<file path="src/rtl/sprite_layer_compositor.sv">
// N-layer sprite compositor: per-layer hit test and ROM addressing, ROM latency alignment, priority pick.
// Optional sticky overlap detection is compiled in with SPRITE_COMPOSITOR_COLLIDE_EN.
module sprite_layer_compositor #(
  parameter int NUM_LAYERS = 8,
  parameter int X_W        = 10,
  parameter int Y_W        = 9,
  parameter int ADDR_W     = 14,
  parameter int PIX_W      = 12,
  parameter int ROM_LAT    = 1,
  localparam int HIT_W     = (NUM_LAYERS > 1) ? $clog2(NUM_LAYERS) : 1
) (
  input  logic                         clk,
  input  logic                         rst,
  input  logic                         pix_valid_in,
  input  logic [X_W-1:0]               x_in,
  input  logic [Y_W-1:0]               y_in,
  input  logic [NUM_LAYERS-1:0]        layer_en,
  input  logic [NUM_LAYERS*X_W-1:0]    layer_x,
  input  logic [NUM_LAYERS*Y_W-1:0]    layer_y,
  input  logic [NUM_LAYERS*X_W-1:0]    layer_w,
  input  logic [NUM_LAYERS*Y_W-1:0]    layer_h,
  input  logic [NUM_LAYERS*PIX_W-1:0]  layer_key,
  output logic [NUM_LAYERS*ADDR_W-1:0] rom_addr,
  input  logic [NUM_LAYERS*PIX_W-1:0]  rom_data,
  input  logic [PIX_W-1:0]             bg_pix,
  input  logic                         clear_collide,
  output logic [PIX_W-1:0]             pix_out,
  output logic                         pix_valid_out,
  output logic [HIT_W-1:0]             hit_layer,
  output logic                         hit_valid,
  output logic [NUM_LAYERS-1:0]        collide_mask
);

  localparam int P_W = X_W + Y_W;

  logic [NUM_LAYERS-1:0]        in_c;
  logic [NUM_LAYERS*ADDR_W-1:0] addr_c;

  for (genvar i = 0; i < NUM_LAYERS; i++) begin : g_layer
    logic [X_W-1:0] lx, lw;
    logic [Y_W-1:0] ly, lh;
    logic [X_W:0]   x_end;
    logic [Y_W:0]   y_end;
    logic [P_W-1:0] dx, dy, wx;

    assign lx = layer_x[i*X_W +: X_W];
    assign lw = layer_w[i*X_W +: X_W];
    assign ly = layer_y[i*Y_W +: Y_W];
    assign lh = layer_h[i*Y_W +: Y_W];

    // One extra bit on the far edge so a sprite hugging the screen edge cannot wrap to 0.
    assign x_end = {1'b0, lx} + {1'b0, lw};
    assign y_end = {1'b0, ly} + {1'b0, lh};

    assign in_c[i] = pix_valid_in && layer_en[i] &&
                     (x_in >= lx) && ({1'b0, x_in} < x_end) &&
                     (y_in >= ly) && ({1'b0, y_in} < y_end);

    assign dx = P_W'(x_in - lx);
    assign dy = P_W'(y_in - ly);
    assign wx = P_W'(lw);
    assign addr_c[i*ADDR_W +: ADDR_W] = in_c[i] ? ADDR_W'(dy * wx + dx) : '0;
  end

  // Index 0 is the stage A register; indices 1..ROM_LAT shadow the ROM read.
  logic [ROM_LAT:0]             d_valid;
  logic [NUM_LAYERS-1:0]        d_in  [ROM_LAT+1];
  logic [NUM_LAYERS*PIX_W-1:0]  d_key [ROM_LAT+1];

  // NOTE: state uses non-blocking assignments so every stage samples pre-edge values of the one before it.
  always_ff @(posedge clk or posedge rst) begin
    if (rst) begin
      d_valid  <= '0;
      rom_addr <= '0;
      for (int k = 0; k <= ROM_LAT; k++) d_in[k] <= '0;
    end else begin
      d_valid[0] <= pix_valid_in;
      d_in[0]    <= in_c;
      rom_addr   <= addr_c;
      for (int k = 1; k <= ROM_LAT; k++) begin
        d_valid[k] <= d_valid[k-1];
        d_in[k]    <= d_in[k-1];
      end
    end
  end

  // NOTE: the key shadow is pure datapath qualified by d_in, so it carries no reset.
  always_ff @(posedge clk) begin
    d_key[0] <= layer_key;
    for (int k = 1; k <= ROM_LAT; k++) d_key[k] <= d_key[k-1];
  end

  logic [NUM_LAYERS-1:0] opaque;
  logic [HIT_W-1:0]      win_idx;
  logic                  win_any;
  logic [PIX_W-1:0]      win_pix;

  // NOTE: every always_comb output gets a default first, so no path can infer a latch.
  always_comb begin
    opaque  = '0;
    win_idx = '0;
    win_any = 1'b0;
    win_pix = bg_pix;
    for (int i = 0; i < NUM_LAYERS; i++) begin
      opaque[i] = d_in[ROM_LAT][i] &&
                  (rom_data[i*PIX_W +: PIX_W] != d_key[ROM_LAT][i*PIX_W +: PIX_W]);
    end
    // Ascending scan: the last opaque layer seen is the topmost one.
    for (int i = 0; i < NUM_LAYERS; i++) begin
      if (opaque[i]) begin
        win_idx = HIT_W'(i);
        win_any = 1'b1;
        win_pix = rom_data[i*PIX_W +: PIX_W];
      end
    end
  end

  always_ff @(posedge clk or posedge rst) begin
    if (rst) begin
      pix_out       <= '0;
      pix_valid_out <= 1'b0;
      hit_layer     <= '0;
      hit_valid     <= 1'b0;
    end else begin
      pix_valid_out <= d_valid[ROM_LAT];
      if (d_valid[ROM_LAT]) begin
        pix_out   <= win_pix;
        hit_layer <= win_idx;
        hit_valid <= win_any;
      end
    end
  end

`ifdef SPRITE_COMPOSITOR_COLLIDE_EN
  logic [NUM_LAYERS-1:0] collide_set;

  always_comb begin
    collide_set = '0;
    for (int i = 0; i < NUM_LAYERS; i++) begin
      collide_set[i] = opaque[i] && |(opaque & ~(NUM_LAYERS'(1) << i));
    end
  end

  always_ff @(posedge clk or posedge rst) begin
    if (rst)                collide_mask <= '0;
    else if (clear_collide) collide_mask <= '0;
    else                    collide_mask <= collide_mask | collide_set;
  end
`else
  logic unused_clear_collide;
  assign unused_clear_collide = clear_collide;
  assign collide_mask         = '0;
`endif

endmodule

</file>
<file path="config.mk">
export PLATFORM = sky130hd
export DESIGN_NAME = sprite_layer_compositor
export DESIGN_NICKNAME = d
export VERILOG_FILES = /design/src/rtl/sprite_layer_compositor.sv
export SDC_FILE = /design/constraint.sdc
export NUM_CORES = 2
export LEC_CHECK = 0
export BUFFER_PORTS_ARGS = -buffer_cell sky130_fd_sc_hd__buf_2
export CELL_PAD_IN_SITES_DETAIL_PLACEMENT = 0
export CELL_PAD_IN_SITES_GLOBAL_PLACEMENT = 1
export CORE_UTILIZATION = 35
export CTS_CLUSTER_SIZE = 28
export DETAILED_ROUTE_END_ITERATION = 10
export GPL_TIMING_DRIVEN = 0
export PLACE_DENSITY = 0.7
export SLEW_MARGIN = 20
export SYNTH_ARGS = -nofsm -noshare
export SYNTH_HDL_FRONTEND = slang
export SYNTH_SLANG_ARGS = --single-unit
</file>
<file path="constraint.sdc">
create_clock -name clk -period 4.5 [get_ports clk]
set_input_delay 0 -clock clk [delete_from_list [all_inputs] [get_ports clk]]
set_output_delay 0 -clock clk [all_outputs]
set_load 0.02 [all_outputs]
</file>
# Word-level counts from Yosys, hierarchy flattened
# Memories as Yosys holds them, arrays and structs flattened.
# Cells that the tools add are included.
# totals
ram_bits	192
wordCells	176
output_inout_bits	137
regBits	147
memories	1
# memory_table
memory	depth	word_bits	read_ports	rd_clocked_by_memory_dff	wr	line	source
d_key	2	96	2	0	2	68	logic [NUM_LAYERS*PIX_W-1:0] d_key [ROM_LAT+1];
# op_classes
mul	8
n_lt_le_gt_ge	32
n_mux	31
addsub	40
reduce_logical	48
eq_ne	8
# op_table
op	count
$add A14 B14 Y14	8
$mul A10 B11 Y14	8
$mux W14	8
$mux W12	8
$ne A12 B12 Y1	8
$add A10 B10 Y11	8
$lt A10 B11 Y1	8
$sub A10 B10 Y11	8
$add A9 B9 Y10	8
$ge A10 B10 Y1	8
$lt A9 B10 Y1	8
$sub A9 B9 Y10	8
$ge A9 B9 Y1	8
$logic_and A1 B1 Y1	48
$mux W3	6
$mux W1	9

# Depth between registers and ports, before layout
# An unclocked memory read counts as a cell.
# depth
ltp_word	11
mapped_depth	28
depth_no_buf	28

# Least setup slack after synthesis
# OpenSTA, ideal clock, no wires.
# synth_path
path_type	input to register
startpoint	in y_in[0]
endpoint	reg rom_addr[13]
n_path_buf	0
setup_ns	0.122
t_required_ns	4.378
arrival_time_ns	5.815
slack_ns	-1.437
path_stages	24
path_cell_list	inv_1 ha_1 nor2b_1 o31a_1 o31a_1 o21a_1 o21ai_0 nand2b_1 a21o_1 or2_2 fa_1 fa_1 inv_1 fa_1 fa_1 inv_1 fa_1 inv_1 ha_1 o41ai_1 o21ai_0 xnor2_1 xnor3_1 nor2b_1
# synth_between
elab_chain_cells	4
word_cells_on_any_way	8
classes_between	add/sub: 2; mul: 1; order compare: 2; mux: 1; reduce/logical: 2
# synth_rtl
item	line	source
from (decl)	16	input logic [Y_W-1:0] y_in,
$sub A9 B9 Y10 / $ge A9 B9 Y1 (equally long branches)	60, 57	
$mul A10 B11 Y14 / $logic_and A1 B1 Y1 (equally long branches)	62, 56	
$add A14 B14 Y14 / $logic_and A1 B1 Y1 (equally long branches)	62, 57	
$mux W14 (*)	62	assign addr_c[i*ADDR_W +: ADDR_W] = in_c[i] ? ADDR_W'(dy * wx + dx) : '0;
net addr_c[13]	37	logic [NUM_LAYERS*ADDR_W-1:0] addr_c;
to (signal assigned)	79	rom_addr <= addr_c;
to (decl)	23	output logic [NUM_LAYERS*ADDR_W-1:0] rom_addr,
# Mark *: on every way through the listed nets, which the timed path passes. The rest lies on a longest branch.
# A chain may end at the register's enable or synchronous reset.

# Worst setup path after layout
# layout_path
startpoint	in y_in[0]
endpoint	reg rom_addr[27]
# Same word-level chain as after synthesis.

==> impl_metrics.ini <==
[clock_network]
htree_levels = 2
cts_root_buffer = clkbuf_16
clock-sinks = 339
clock_latency_ps = 640
cts_tree = built
cts_buffer_depth = 3
clk_pin_slew_worst_paths_ps = 60
cts_buffers = 46

[grt]
grt_max_degree = 64
groute.usage.overall = 0.2455
antenna_found_initial = 66
grt_pass1_wl_um = 258300
overflow = 0
grt_pass1_vias = 42420

[worst_setup_path]
crit_type = in2reg
critPathArrivalTime_ps = 6270
cpPeakStageDelay_ps = 580
cpMaxStageDelayCell = fa_1
crit_fanout = 5
end_kind = flop
cpMostUsedCell = fa_1
cp-start-kind = primary input
required_ps = 4990

[logic_synthesis]
synth_cell_types = 73
ys.flop_type = dfxtp_1
netlist_area_um2 = 48850
yosys_warnings = 0
avgSynthCellArea_um2 = 8.935
ys_seq_area_frac = 0.1540
async_flop_share = 0.4336
synth_cells = 5467
yosys_register_bits = 339
synth_edf_count = 0

[placement]
pre_cts_slack_ps = -3787
gp_congestion = 0.9271
dpl-instance-area_um2 = 55570
hpwlAfterDp_um = 139200
io_buffers = 666

[sta]
hold_viol_final = 0
relSlewSlack = 0.2060
fin_worst_hold_slack_ps = 41.79
fin_ws_ps = -1277
finalSetupViolCount = 48
finalClockSkew_ps = 35.63
min_period_ps = 5777
tightestPinTransition_ps = 1191
slew_viol_final = 0
timing.fmax_mhz = 173.1
rsz0062_at_grt = true
min_period_over_period = 1.284

[finish]
drive_gt1_frac = 0.2145
design_area_um2 = 62700
final_cell_mix = inv_1, ha_1, buf_2
syn_to_final_growth_pct = 28.36
mostFrequentLayoutCell = inv_1
fin_nets = 8351

[routing]
drtPass1Iterations = 6
avgViaCountPerCell = 4.911
drtAntennaViolNets = 0
vias = 41450
drt_first_iter_violations = 2283
drt-total-wl_um = 175400
remaining_drc_errors = 0
wl_per_cell_um = 20.78

[power_and_ir_drop]
finalPower_mw = 54.78
vdd.ir_drop.worst_mv = 1.053
p_per_area_nw_per_um2 = 873.8
power_leakage_nw = 31.44

[floorplan]
start_util = 0.3539
dieHeight_um = 375.6
die_area_um2 = 141100
die_w_um = 375.6
row_count = 136
design.core.area_um2 = 138000
pin_count = 676

[hold_path]
holdCritPathClass = in2reg

[run]
drv_cap = 0

[run_status]
violations = setup timing
outcome = finished with violations
[cells in the mapped netlist (7+ instances only)]
master	n	area (um^2)
inv_1	1063	3990
ha_1	768	9609
fa_1	536	10730
nand2_1	473	1775
xnor2_1	329	2882
a21oi_1	290	1451
and2_1	253	1583
nor2_1	221	829.6
dfxtp_1	192	3844
dfrtp_1	147	3679
nor2b_1	134	838.3
o21ai_0	132	660.6
a21o_1	108	810.8
xor2_1	103	902.1
clkbuf_1	76	285.3
o21a_1	76	570.6
o21bai_1	72	540.5
nor3_1	61	305.3
nand4_1	57	356.6
nand2b_1	32	200.2
nand3_1	31	155.2
o211ai_1	22	165.2
a2111oi_0	19	166.4
a211oi_1	19	142.6
o31a_1	17	148.9
xnor3_1	17	382.9
or2_2	16	100.1
a31oi_1	15	93.84
and3_1	15	93.84
a221oi_1	14	122.6
o221ai_1	12	105.1
mux2_2	11	123.9
nor3b_1	10	75.07
or3_1	10	62.56
o31ai_1	9	67.56
a21boi_0	8	60.06
buf_4	8	60.06
o41ai_1	8	70.07
nor4_1	7	43.79
[where the power goes]
| part | switching, mW | internal (mW) |
|---|---|---|
| clock network | 1.66 | 2.37 |
| logic | 23.8 | 23.5 |
| registers | 0.120 | 3.29 |
[critical path, delay by kind of cell]
kind	cells	cell delay, ps
AND/OR/NAND/NOR	3	280
buffers and inverters	7	730
XOR/XNOR	4	860
AO/OA/AOI/OAI	4	1050
adder cells (fa/ha/maj)	8	3300
[cells by family after synthesis]
family          synth area share
fa+ha+maj                 0.4164
buf+inv                  0.08955
other cells           0.00007677
compound gates            0.1171
simple gates              0.1336
flops                     0.1540
xor+xnor                 0.08597
mux                     0.003356
[timing repair]
item / CTS / global route
buffers inserted: 84 / 55
setup endpoints to repair: 88 / 55
endpoints found under the hold margin: 274 / 0
resized for setup: 259 / 235
pin swaps: 107 / 154
gates cloned: 2 / 2
hold buffers: 183 / 0
[stage by stage]
stage	TNS (ps)	cells	util
after floorplan	-28120	5474	-
after global placement	-645350	8003	0.4017
after detailed placement	-224530	8008	0.4027
after CTS	-26150	8354	0.4425
after global routing	-39730	8422	0.4540
final	-32130	8440	0.4543
[final timing paths]
path | start | end | slack (ps) | cells after the start
max in group asynchronous | rst | rom_addr[96]$_DFF_PP0_ | 3230 | 5
hold reg to reg | d_key[0][33]$_DFF_P_ | d_key[0][129]$_DFF_P_ | 310 | 0
hold / removal | layer_key[9] | d_key[0][9]$_DFF_P_ | 40 | 2
setup reg to reg | d_key[0][96]$_DFF_P_ | pix_out[6]$_DFFE_PP0P_ | 310 | 10
setup / recovery | y_in[0] | rom_addr[27]$_DFF_PP0_ | -1280 | 26
min in group asynchronous | rst | rom_addr[22]$_DFF_PP0_ | 530 | 4
[state kept, by name, indices dropped and copies added, names as in the netlist]
| signal | cells |
|---|---|
| d_in | 16 |
| rom_addr | 112 |
| d_key | 192 |
| d_valid | 2 |
| pix_out | 12 |
| hit_valid | 1 |
| pix_valid_out | 1 |
| hit_layer | 3 |
[final cells by class]
class / instances / area (um^2)
fill: 13460 / 75300
tap: 1863 / 2331
clock buffer: 60 / 1318
multi-input combinational: 3985 / 40100
clock inverter: 24 / 301.5
buffer: 83 / 361.6
inverter: 1063 / 4009
timing repair buffer: 990 / 6673
sequential: 339 / 7522
antenna: 33 / 82.58
[metal layers]
metal | global-route usage | share of wire | up-vias
met3 | 0.05051 | 0.067 | 363
li1 | - | - | 19720
met1 | 0.3039 | 0.42 | 20130
met5 | 0 | 0.0016 | -
met2 | 0.4090 | 0.46 | 1199
met4 | 0.1124 | 0.052 | 40
No activity file was read; power rests on OpenSTA's default activity.
